===== config.mk =====
export PLATFORM = sky130hd
export DESIGN_NAME = alu_div_arbiter
export DESIGN_NICKNAME = d
export VERILOG_FILES = /design/src/rtl/alu_div_arb_pkg.sv /design/src/rtl/alu_div_rr_arb.sv /design/src/rtl/alu_div_arbiter.sv
export SDC_FILE = /design/constraint.sdc
export NUM_CORES = 1
export LEC_CHECK = 0
export CAP_MARGIN = 20
export CORE_AREA = 2 2 121 123
export DETAILED_ROUTE_END_ITERATION = 6
export DIE_AREA = 0 0 123 125
export HOLD_SLACK_MARGIN = 0.02
export PLACE_DENSITY = 0.84
export SLEW_MARGIN = 30
export SYNTH_ARGS = -nofsm -noshare
export SYNTH_HDL_FRONTEND = slang
export SYNTH_SLANG_ARGS = --single-unit

===== constraint.sdc =====
create_clock -name core_clk -period 5.2 [get_ports core_clk]
set_input_delay 1.56 -clock core_clk [delete_from_list [all_inputs] [get_ports core_clk]]
set_output_delay 1.56 -clock core_clk [all_outputs]
set_load 0.02 [all_outputs]

===== src/rtl/alu_div_arb_pkg.sv =====
// Shared opcodes, state encoding and helpers for the divider arbiter.
// The opcode values match cv32e40p_pkg::alu_opcode_e for the four divide operations.
package alu_div_arb_pkg;

  localparam logic [6:0] ALU_DIVU = 7'b0110000;
  localparam logic [6:0] ALU_DIV  = 7'b0110001;
  localparam logic [6:0] ALU_REMU = 7'b0110010;
  localparam logic [6:0] ALU_REM  = 7'b0110011;

  // Worst-case latency of the iterative divider, in cycles.
  localparam int DIV_MAX_CYC = 35;

  typedef enum logic [1:0] {
    IDLE = 2'd0,
    BUSY = 2'd1,
    RESP = 2'd2
  } arb_state_e;

  function automatic logic is_div_op(input logic [6:0] op);
    return op inside {ALU_DIVU, ALU_DIV, ALU_REMU, ALU_REM};
  endfunction

  // RISC-V divide-by-zero results: all ones for quotients, dividend for remainders.
  function automatic logic [31:0] zero_div_result(input logic [6:0] op, input logic [31:0] dividend);
    return (op == ALU_DIVU || op == ALU_DIV) ? 32'hFFFF_FFFF : dividend;
  endfunction

endpackage


===== src/rtl/alu_div_rr_arb.sv =====
// Round-robin picker: first asserted request after the last granted index wins.
module alu_div_rr_arb #(
  parameter int NUM_REQ = 2,
  parameter int PTR_W   = $clog2(NUM_REQ)
) (
  input  logic [NUM_REQ-1:0] req_i,
  input  logic [PTR_W-1:0]   last_i,
  output logic [NUM_REQ-1:0] gnt_o
);

  logic             found;
  logic [PTR_W-1:0] idx;

  // NOTE: every variable written here gets a default first, so no latch can be inferred.
  always_comb begin
    gnt_o = '0;
    found = 1'b0;
    idx   = '0;
    for (int off = 1; off <= NUM_REQ; off++) begin
      idx = PTR_W'((int'(last_i) + off) % NUM_REQ);
      if (!found && req_i[idx]) begin
        gnt_o[idx] = 1'b1;
        found      = 1'b1;
      end
    end
  end

endmodule


===== src/rtl/alu_div_arbiter.sv =====
// Shares one iterative divider between NUM_REQ requesters with a watchdog abort.
// Define ALU_DIV_ARB_FAST_ZERO_EN to answer divide-by-zero without using the divider.
module alu_div_arbiter
  import alu_div_arb_pkg::*;
#(
  parameter int NUM_REQ     = 2,
  parameter int TIMEOUT_CYC = 40
) (
  input  logic                  core_clk,
  input  logic                  rst,
  input  logic [NUM_REQ-1:0]    req_valid_i,
  output logic [NUM_REQ-1:0]    req_ready_o,
  input  logic [NUM_REQ*7-1:0]  req_op_i,
  input  logic [NUM_REQ*32-1:0] req_a_i,
  input  logic [NUM_REQ*32-1:0] req_b_i,
  output logic [NUM_REQ-1:0]    rsp_valid_o,
  input  logic [NUM_REQ-1:0]    rsp_ready_i,
  output logic [31:0]           rsp_result_o,
  output logic                  rsp_err_o,
  output logic                  div_enable_o,
  output logic [6:0]            div_operator_o,
  output logic [31:0]           div_operand_a_o,
  output logic [31:0]           div_operand_b_o,
  output logic                  div_ex_ready_o,
  input  logic                  div_ready_i,
  input  logic [31:0]           div_result_i
);

  localparam int PTR_W = $clog2(NUM_REQ);
  // The watchdog never fires before the divider's own worst case could complete.
  localparam int         WD_LIMIT = (TIMEOUT_CYC > DIV_MAX_CYC) ? TIMEOUT_CYC : DIV_MAX_CYC + 1;
  localparam logic [5:0] WD_LAST  = 6'(WD_LIMIT - 1);

  localparam logic [1:0] ST_IDLE = IDLE;
  localparam logic [1:0] ST_BUSY = BUSY;
  localparam logic [1:0] ST_RESP = RESP;

  logic [1:0]       state_q, state_d;
  logic [PTR_W-1:0] ptr_q, ptr_d;
  logic [PTR_W-1:0] owner_q, owner_d;
  logic [6:0]       op_q, op_d;
  logic [31:0]      a_q, a_d;
  logic [31:0]      b_q, b_d;
  logic [31:0]      result_q, result_d;
  logic             err_q, err_d;
  logic [5:0]       wd_cnt_q, wd_cnt_d;

  logic [NUM_REQ-1:0] gnt;
  logic [PTR_W-1:0]   gnt_idx;
  logic [6:0]         sel_op;
  logic [31:0]        sel_a, sel_b;

  alu_div_rr_arb #(
    .NUM_REQ (NUM_REQ),
    .PTR_W   (PTR_W)
  ) u_rr_arb (
    .req_i  (req_valid_i),
    .last_i (ptr_q),
    .gnt_o  (gnt)
  );

  always_comb begin
    gnt_idx = '0;
    sel_op  = '0;
    sel_a   = '0;
    sel_b   = '0;
    for (int i = 0; i < NUM_REQ; i++) begin
      if (gnt[i]) begin
        gnt_idx = PTR_W'(i);
        sel_op  = req_op_i[i*7 +: 7];
        sel_a   = req_a_i[i*32 +: 32];
        sel_b   = req_b_i[i*32 +: 32];
      end
    end
  end

  // Nothing is accepted while reset is asserted, so no request is silently lost.
  assign req_ready_o = (state_q == ST_IDLE && !rst) ? gnt : '0;

  always_comb begin
    state_d  = state_q;
    ptr_d    = ptr_q;
    owner_d  = owner_q;
    op_d     = op_q;
    a_d      = a_q;
    b_d      = b_q;
    result_d = result_q;
    err_d    = err_q;
    wd_cnt_d = wd_cnt_q;
    case (state_q)
      ST_IDLE: begin
        if (|req_ready_o) begin
          ptr_d    = gnt_idx;
          owner_d  = gnt_idx;
          op_d     = sel_op;
          a_d      = sel_a;
          b_d      = sel_b;
          wd_cnt_d = '0;
          if (!is_div_op(sel_op)) begin
            result_d = '0;
            err_d    = 1'b1;
            state_d  = ST_RESP;
          end
`ifdef ALU_DIV_ARB_FAST_ZERO_EN
          else if (sel_b == '0) begin
            result_d = zero_div_result(sel_op, sel_a);
            err_d    = 1'b0;
            state_d  = ST_RESP;
          end
`endif
          else begin
            err_d   = 1'b0;
            state_d = ST_BUSY;
          end
        end
      end
      ST_BUSY: begin
        if (div_ready_i) begin
          result_d = div_result_i;
          err_d    = 1'b0;
          state_d  = ST_RESP;
        end else if (wd_cnt_q == WD_LAST) begin
          // Leaving BUSY drops div_enable_o, which aborts the divider.
          result_d = '0;
          err_d    = 1'b1;
          state_d  = ST_RESP;
        end else begin
          wd_cnt_d = wd_cnt_q + 6'd1;
        end
      end
      ST_RESP: begin
        if (rsp_ready_i[owner_q]) state_d = ST_IDLE;
      end
      default: state_d = ST_IDLE;
    endcase
  end

  // NOTE: sequential state uses non-blocking assignments so every flop samples pre-edge values.
  always_ff @(posedge core_clk or posedge rst) begin
    if (rst) begin
      state_q  <= ST_IDLE;
      ptr_q    <= PTR_W'(NUM_REQ - 1);
      owner_q  <= '0;
      op_q     <= '0;
      a_q      <= '0;
      b_q      <= '0;
      result_q <= '0;
      err_q    <= 1'b0;
      wd_cnt_q <= '0;
    end else begin
      state_q  <= state_d;
      ptr_q    <= ptr_d;
      owner_q  <= owner_d;
      op_q     <= op_d;
      a_q      <= a_d;
      b_q      <= b_d;
      result_q <= result_d;
      err_q    <= err_d;
      wd_cnt_q <= wd_cnt_d;
    end
  end

  assign div_enable_o    = (state_q == ST_BUSY);
  assign div_ex_ready_o  = div_enable_o;
  assign div_operator_o  = div_enable_o ? op_q : '0;
  assign div_operand_a_o = div_enable_o ? a_q : '0;
  assign div_operand_b_o = div_enable_o ? b_q : '0;

  assign rsp_valid_o  = (state_q == ST_RESP) ? (NUM_REQ'(1) << owner_q) : '0;
  assign rsp_result_o = (state_q == ST_RESP) ? result_q : '0;
  assign rsp_err_o    = (state_q == ST_RESP) && err_q;

endmodule


==> impl_metrics.csv <==
group,metric,value,unit
routing,wl,16.74,mm
power,leakage,0.003802,uW
routing,ant_nets,0,
setup_path,critPathLaunchType,"input port",
clock_network,cts_inserted_buffers,17,
synthesis,ys_top_cells_by_area,"dfrtp_1 (51%), and2_1 (12%), a22oi_1 (9.2%)",
die,die_y,125,um
synthesis,ys_ff_latch,114,
sta,slew_viol_final,0,
finish,fillCellCount,1174,
clock_network,clk_path_buf_depth,2,
setup_path,critPathKind,"in -> out",
die,initial_utilization,39.10,%
global_route,overflow,0,
setup_path,reg2reg_slack,2.48,ns
flow_run,maxCapViolations,0,
die,die-width,123,um
setup_path,startpoint,"req_valid_i[1]",
global_route,grt_usage,22.45,%
die,num_rows,44,
synthesis,netlist_instances,574,
power,p_total,3381,uW
finish,nets,1022,
sta,final-hold-violation-count,0,
clock_network,cts_hold_buf,0,
routing,drtIter0Drc,241,
finish,area_delta_synth_final,64.47,%
synthesis,netlist.area_leader.share,50.91,%
clock_network,h-tree-depth,4,
clock_network,path_clk_slew,0.05,ns
routing,wl_met3,1.572,mm
setup_path,arrival,3.30,ns
sta,finalSetupTns,0,ns
outcome,status,"finished, final reports clean",
clock_network,cts_tree,"yes",
sta,finalCriticalPeriod,4.859,ns
power,vdd_drop_max,0.0002428,V
routing,routed-wl-met2,8.102,mm
sta,rsz0062_at_grt,"false",
die,dieArea,15380,sq um
global_route,grt_pass1_vias,5312,
routing,num_vias,5268,
sta,max_freq,0.2058,GHz
synthesis,avgSynthCellArea,9.676,sq um
routing,top_layer_used,"met4",
placement,placedCellCount,1005,
placement,gp_congestion,0.8002,
synthesis,synth_area,5554,sq um
finish,drive_gt1_share,5.862,%
synthesis,yosysMostFrequentCell,"dfrtp_1",
setup_path,crit_fanout,5,
clock_network,postCtsSetupRepairBufs,0,
setup_path,r2r.worst_path.cells,7,
clock_network,clk_latency,0.41,ns
placement,dp_hpwl,11.96,mm
synthesis,yosysUniqueCellTypes,37,
clock_network,cts_root_buffer,"clkbuf_16",
clock_network,cts_resized,0,
setup_path,crit_path_end,"req_ready_o[0]",
routing,routed_via_density,5.080,
finish,ff_latch_area,2854,sq um
synthesis,ys_warn_count,0,
synthesis,synth_top_family_by_area,"compound AO/OA/AOI/OAI gates",
synthesis,synth_area_leader_cell,"dfrtp_1",
power,cellPowerDensity,370.2,nW/um^2
sta,max_slew_margin,52.19,%
sta,finalCritPeriodShare,93.44,%
synthesis,synth_compound_area_share,23.05,%
global_route,grt_max_degree,78,
setup_path,worstSetupEndpointType,"output pin",
synthesis,muxShareOfSynthArea,0.3830,%
synthesis,synth_xor_area_share,0.6308,%
setup_path,r2r-start,"ptr_q",
synthesis,ys_seq_area_share,51.39,%
sta,fin_skew,0.006614,ns
synthesis,synth_common_cells,"dfrtp_1 (113), and2_1 (108), nor2_1 (79), a21oi_1 (71), a22oi_1 (68)",
synthesis,syn_nets,756,
finish,multi_input_area,2475,sq um
sta,worst_slew_pin_slew,0.7171,ns
synthesis,synth-simple-area-share,19.94,%
routing,drc,0,
routing,wl_per_cell,16.14,um
routing,wl_met1,6.781,mm
synthesis,synthFlopType,"dfrtp_1",
worst_hold_path,min_path_type,"reg -> reg",
global_route,antenna_found_initial,0,
synthesis,synth_edf_count,0,
die,core,14200,sq um
die,io_pins,291,
synthesis,synthAdderAreaFrac,0.2253,%
finish,num_antenna_cells,0,
global_route,grt_pass1_wl,27.02,mm
setup_path,cp.required,3.64,ns
placement,port_buffers,290,
synthesis,synthArstFlopShare,100.0,%
routing,drt_first_pass_iters,4,
clock_network,cts_sinks,114,
setup_path,rr_endpoint,"result_q[20]",
finish,final_cell_count_no_fill,1037,
sta,final-setup-viol-count,0,
==> metal layers <==
layer	up-vias	GRT usage, %
li1	2556	-
met3	23	8.394
met4	0	7.888
met1	2474	27.21
met2	215	36.50
met5	-	0
==> per-stage QoR <==
step	cell area, sq um	hold slack [ns]	utilization, %	setup slack (ns)
floorplan	5554	0.4577	-	0.6259
global placement	8558	0.4740	60.25	0.3665
detailed placement	8559	0.4733	60.26	0.3382
CTS	9133	0.4936	64.30	0.3342
global route	9135	0.5072	64.31	0.1974
finish	9135	0.4887	64.31	0.3413
==> registers in the layout (all words and copies together), names as in the netlist <==
| name | count |
|---|---|
| state_q | 2 |
| a_q | 32 |
| wd_cnt_q | 6 |
| owner_q | 1 |
| op_q | 7 |
| b_q | 32 |
| result_q | 32 |
| ptr_q | 1 |
| err_q | 1 |
==> final cells by class <==
class                           instances  area share [%]
Tap cell                              184           2.520
Timing Repair Buffer                  299           32.65
Sequential cell                       114           31.24
Inverter                                4          0.2191
Clock buffer                           27           5.725
Multi-Input combinational cell        404           27.09
Clock inverter                          5          0.5479
==> power by group <==
part	leakage (uW)	switching [uW]	total [uW]	internal [uW]
clock network	0.000287	388	1120	730
logic	0.00212	480	911	431
registers	0.00139	155	1350	1200
==> how the worst min path moves through the flow <==
stage,start,to,slack [ns],cells after the start
2_1_floorplan,result_q[29],result_q[29],0.46,1
3_3_place_gp,result_q[24],result_q[24],0.47,1
3_5_place_dp,result_q[20],result_q[20],0.47,1
4_1_cts,result_q[24],result_q[24],0.49,1
5_1_grt,result_q[3],result_q[3],0.51,1
6_report,result_q[24],result_q[24],0.49,1
==> placed cells by master, fill, tap and decap left out, types with 2 or more instances in the layout <==
| master | n |
|---|---|
| o211a_1 | 2 |
| a22oi_1 | 68 |
| dfrtp_1 | 113 |
| nand2_1 | 6 |
| and2_2 | 2 |
| a21oi_1 | 71 |
| a32oi_1 | 3 |
| clkbuf_16 | 17 |
| a22o_1 | 34 |
| clkdlybuf4s50_1 | 290 |
| nor2b_1 | 2 |
| nor2_1 | 79 |
| a21o_1 | 2 |
| and2_1 | 106 |
| or2_2 | 3 |
| xor2_1 | 4 |
| inv_1 | 2 |
| nand3_1 | 4 |
| clkinv_2 | 4 |
| clkbuf_8 | 6 |
| clkbuf_1 | 4 |
| o21bai_1 | 2 |
| buf_4 | 8 |
==> worst max-delay path, stage by stage <==
cell and delay [ns]:
clkdlybuf4s50_1 0.50, or2b_1 0.29, and2_2 0.24, nand2_1 0.12, inv_1 0.06, clkdlybuf4s50_1 0.53
==> logic make-up (layout without fill, tap and decap cells) <==
logic type / Yosys count / in the layout
simple gates: 210 / 210
compound gates: 187 / 187
flops: 114 / 114
buf+inv: 56 / 335
xor+xnor: 4 / 4
mux: 2 / 2
fa+ha+maj: 1 / 1
No activity file was read; power rests on OpenSTA's default activity.
==> variant 1, RTL diff (same settings) <==
Add a define of `ALU_DIV_ARB_FAST_ZERO_EN`.
--- a/src/rtl/alu_div_arbiter.sv
+++ b/src/rtl/alu_div_arbiter.sv
@@ -2,2 +2,4 @@
 // Define ALU_DIV_ARB_FAST_ZERO_EN to answer divide-by-zero without using the divider.
+`define ALU_DIV_ARB_FAST_ZERO_EN
+
 module alu_div_arbiter
Formal check against the unedited RTL: not equivalent (Yosys sat finds a counterexample within 4 cycles, from zero or initial values and one cycle with rst high).
==> variant 1 against the original RTL <==
Global-route usage up 5.7 points; area after synthesis up 11%; design area up 8.2%; die area unchanged; setup slack worse by 2.0 ps; sequential cell count unchanged; power up 6.3%; routed wire length up 26%; critical path type unchanged; largest cell class is now multi-input gates; largest power group unchanged.
==> variant 1: results (changes against the original RTL) <==
stage;metric;value;unit;change
timing;finClkSkew;8.18;ps;+1.57 ps
placed_design;dp_hpwl;15.6;mm;+30%
logic_synthesis;synth.area.top_cells;dfrtp_1 46%, and2_1 11%, nand2_1 4.9%;;
global_routing;grt.total_usage;28.1;%;+5.7 points
placed_design;placedInstanceArea;9280;µm²;+8.4%
clock_tree;clock_latency;420;ps;
worst_hold_path;hp-class;reg2reg;;
critical_path;required;3640;ps;about the same
run_status;status;finished, final reports clean;;
critical_path;crit_fanout;8;;+3
finish;reg.largest.list;a_q x32, b_q x32, result_q x32;;
finish;nets;1112;;+8.8%
logic_synthesis;ys_seq_area_share;46.2;%;-5.2 points
logic_synthesis;yosysUniqueCellTypes;40;;+8.1%
route;routed_wl;21.0;mm;+26%
logic_synthesis;netlist_top_cells_count;113 x dfrtp_1, 109 x and2_1, 80 x nand2_1;;
power_and_ir_drop;vdd_drop_max;0.000224;V;-7.7%
finish;drive_gt1_share;7.74;%;+1.9 points
logic_synthesis;synthesis.nets;846;;+12%
power_and_ir_drop;internal_power;2.46;mW;+4.3%
timing;tightestPinTransition;900;ps;+183 ps
global_routing;grt_pass1_wl;33.3;mm;+23%
global_routing;grt_max_degree;77;;-1.3%
power_and_ir_drop;p_leak;4.15;nW;+9.0%
placed_design;dpl_worst_slack;355;ps;+16.9 ps
route;viasPerCell;5.49;;+8.1%
global_routing;antenna_found_initial;0;;unchanged
finish;num_antenna_cells;0;;unchanged
clock_tree;numCtsBuffers;17;;unchanged
route;drt_iter0_drc;491;;+100%
placed_design;place_congestion;0.912;;+14%
route;dr.pass1.iters;5;;+1
variant 1: cells by family (layout without fill, tap and decap cells):
family | count (synthesis) | after routing | synth area share (%)
simple gates | 297 | 297 | 24.3
compound gates | 155 | 155 | 18.8
flops | 114 | 114 | 46.2
buf+inv | 60 | 339 | 3.89
mux | 33 | 33 | 6.00
xor+xnor | 4 | 4 | 0.568
fa+ha+maj | 1 | 1 | 0.203
variant 1: power by group through the flow:
stage                     sequential (mW)  combinational (mW)  clock [mW]
after floorplan                      1.32               0.641           0
after global placement               1.36                1.01           0
after detailed placement             1.38                1.04           0
after CTS                            1.37                1.05        1.21
after global routing                 1.41                1.16        1.25
final                                1.37                1.04        1.19
variant 1: path summary, 6_finish.rpt:
path	start	to	slack [ps]	depth (start not counted)
max	req_valid_i[0]	req_ready_o[0]	340	5
min in group asynchronous	rst	state_q[0]$_DFFE_PP0P_	1700	2
max reg2reg	state_q[0]$_DFFE_PP0P_	result_q[3]$_DFFE_PP0P_	2330	6
min	op_q[1]$_DFFE_PP0P_	op_q[1]$_DFFE_PP0P_	460	2
max in group asynchronous	rst	result_q[20]$_DFFE_PP0P_	2820	3
min reg2reg	op_q[1]$_DFFE_PP0P_	op_q[1]$_DFFE_PP0P_	460	2
variant 1: area by class of cell:
class	count	area, µm²
Multi-Input combinational cell	490	3120
Clock buffer	22	474
Clock inverter	10	131
Tap cell	184	230
Timing Repair Buffer	304	3070
Sequential cell	114	2850
Inverter	3	16.3
Fill cell	1107	4320
variant 1: layer usage:
| layer | vias to the layer above | wire (µm) | GRT usage, % |
|---|---|---|---|
| met4 | 0 | 928 | 13.8 |
| met5 | - | 0 | 0 |
| met1 | 2963 | 8400 | 35.4 |
| met2 | 273 | 10200 | 44.9 |
| met3 | 58 | 1500 | 6.93 |
| li1 | 2893 | - | - |
variant 1: per-stage QoR:
step | hold slack (ps) | std cells
CTS | 468 | 1127
global route | 490 | 1127
detailed placement | 455 | 1095
floorplan | 438 | 664
finish | 465 | 1127
global placement | 451 | 1094
variant 1: worst max-delay path, cell delays in order:
cell	delay, ps
clkdlybuf4s50_1	730
and2_2	250
nand2_1	90
inv_1	60
clkdlybuf4s50_1	620
==> variant 2, RTL diff (same flow settings) <==
Without the edit above. Register the output `rsp_err_o`, without a reset; this adds one clock of latency there. The other outputs are not delayed to match.
--- a/src/rtl/alu_div_arbiter.sv
+++ b/src/rtl/alu_div_arbiter.sv
@@ -170,3 +170,5 @@
   assign rsp_result_o = (state_q == ST_RESP) ? result_q : '0;
-  assign rsp_err_o    = (state_q == ST_RESP) && err_q;
+  always_ff @(posedge core_clk) begin
+    rsp_err_o <= (state_q == ST_RESP) && err_q;
+  end
 
Formal check against the unedited RTL: not equivalent (Yosys sat finds a counterexample within 4 cycles, from zero or initial values and one cycle with rst high).
==> variant 2 against the original RTL <==
Critical path depth unchanged; global-route usage up 0.071 points; worst hold slack worse by 8.4 ps; first-iteration DRC count increased by 16%; setup slack got worse by 1.9 ps; power increased by 0.97%; area after synthesis increased by 0.36%; utilization increased by 0.19 points; sequential share of layout area increased by 0.12 points; synthesized cell count increased by 0.17%; sequential cell count is 1 higher; design area is 0.30% higher; register-to-register slack lost 20 ps; routed wire length up 1.5%; critical path type unchanged; largest cell class unchanged.
==> variant 2: results (changes against the original RTL) <==
stage;metric;value;unit;change
run_status;status;finished, final reports clean;;
placed_design;placedInstanceArea;8580;µm²;+0.23%
finish;inverters;4;;unchanged
critical_path;crit_fanout;5;;unchanged
finish;nMultiInputCombCells;404;;unchanged
clock_tree;cts_resized;0;;unchanged
global_routing;grt_pass1_vias;5255;;-1.1%
power_and_ir_drop;p_leak;3.81;nW;+0.28%
route;viasPerCell;5.09;;+0.15%
clock_tree;cts_max_level;4;;unchanged
finish;clkCellAreaFrac;6.34;%;+0.063 points
global_routing;grt_util_met1;28.0;%;+0.81 points
global_routing;antenna_found_initial;0;;unchanged
finish;nets;1023;;+0.098%
critical_path;max_stage_delay;550;ps;+20 ps
route;drt_iter0_drc;280;;+16%
clock_tree;clock_path_buffers;2;;unchanged
logic_synthesis;synth.area.top_cells;dfrtp_1 51%, and2_1 12%, a22oi_1 9.2%;;
placed_design;place_congestion;0.791;;-1.2%
critical_path;cp_top_family;buffers and inverters;;
route;dr_wl_met2;8.27;mm;+2.0%
logic_synthesis;netlist_top_cells_count;113 x dfrtp_1, 108 x and2_1, 79 x nor2_1;;
route;dr.pass1.iters;4;;unchanged
placed_design;numPortBuffers;290;;unchanged
power_and_ir_drop;vdd_drop_max;0.000263;V;+8.3%
route;wl_met3;1.57;mm;about the same
logic_synthesis;yosys_warnings;0;;unchanged
critical_path;cp.arrival;3300;ps;about the same
timing;finClkSkew;10.2;ps;+3.62 ps
timing;tightestPinTransition;841;ps;+123 ps
worst_hold_path;hp-class;reg2reg;;
logic_synthesis;synthesis.nets;757;;+0.13%
finish;buf_share;32.6;%;-0.098 points
finish;reg.largest.list;a_q x32, b_q x32, result_q x32;;
finish;drive_gt1_share;6.09;%;+0.23 points
critical_path;cp_slowest_cell;clkdlybuf4s50_1;;
global_routing;grt_pass1_wl;27.3;mm;+0.87%
logic_synthesis;ys_seq_area_share;51.6;%;+0.17 points
clock_tree;clock_latency;400;ps;
route;routed_wl;17.0;mm;+1.5%
finish;n_all_buffers;299;;unchanged
finish;num_antenna_cells;1;;+1
finish;sh_seq_area;31.4;%;+0.12 points
finish;n_fill_cell;1137;;-3.2%
finish;n_clock_buffer;22;;-19%
route;routed.top_layer;met4;;
logic_synthesis;yosysUniqueCellTypes;38;;+2.7%
global_routing;grt.met2_usage;36.4;%;-0.097 points
placed_design;dp_hpwl;12.1;mm;+0.80%
floorplanning;rows;44;;unchanged
global_routing;met3_usage;9.08;%;+0.68 points
route;wl_met1;6.89;mm;+1.6%
logic_synthesis;async_reset_ff_share;99.1;%;-0.87 points
global_routing;grt.total_usage;22.5;%;+0.071 points
finish;n_sequential_cell;115;;+0.88%
finish;multi_input_area_share;27.0;%;-0.081 points
power_and_ir_drop;power_density;373;nW/µm²;+0.67%
global_routing;grt_max_degree;77;;-1.3%
clock_tree;cts_root_buffer;clkbuf_16;;
-- variant 2: kinds of logic (layout without fill, tap and decap cells) --
kind of cell,count (synthesis),count (layout),share of synthesized area (%)
adders and majority gates,1,1,0.224
buffers and inverters,56,335,4.38
and+or+nand+nor,210,210,19.9
AOI/OAI and AO/OA,187,187,23.0
other,0,1,0
xor gates and xnor gates,4,4,0.628
DFF,115,115,51.6
muxes,2,2,0.382
-- variant 2: path summary, 6_finish.rpt --
path,end,slack (ps),cells past startpoint,startpoint
worst min register to register,rsp_err_o$_DFF_P_,480,1,err_q$_DFFE_PP0P_
worst max register to register,result_q[22]$_DFFE_PP0P_,2460,7,ptr_q$_DFFE_PP1P_
min in group asynchronous,a_q[1]$_DFFE_PP0P_,1810,2,rst
max in group asynchronous,ptr_q$_DFFE_PP1P_,2610,3,rst
worst max-delay path,req_ready_o[0],340,6,req_valid_i[1]
worst min-delay path,rsp_err_o$_DFF_P_,480,1,err_q$_DFFE_PP0P_
-- variant 2: metrics by stage --
stage	hold WS [ps]	instances	total power, mW	setup slack, ps
final	480	1039	3.41	339
after global routing	499	1038	3.64	237
after CTS	485	1038	3.45	342
after detailed placement	473	1006	2.30	342
after global placement	474	1006	2.26	378
after floorplan	447	575	1.93	626
-- variant 2: report_power, final --
part / switching, mW / internal (mW)
Sequential: 0.157 / 1.21
Combinational: 0.482 / 0.431
Clock: 0.398 / 0.738
Total: 1.04 / 2.38
-- variant 2: worst register-to-register path: cells and delay by family, from the launching register on --
| kind | cells | cell delay [ps] |
|---|---|---|
| buffers and inverters | 2 | 940 |
| flip-flops | 1 | 400 |
| AND/OR/NAND/NOR | 1 | 620 |
| AO/OA/AOI/OAI | 4 | 700 |
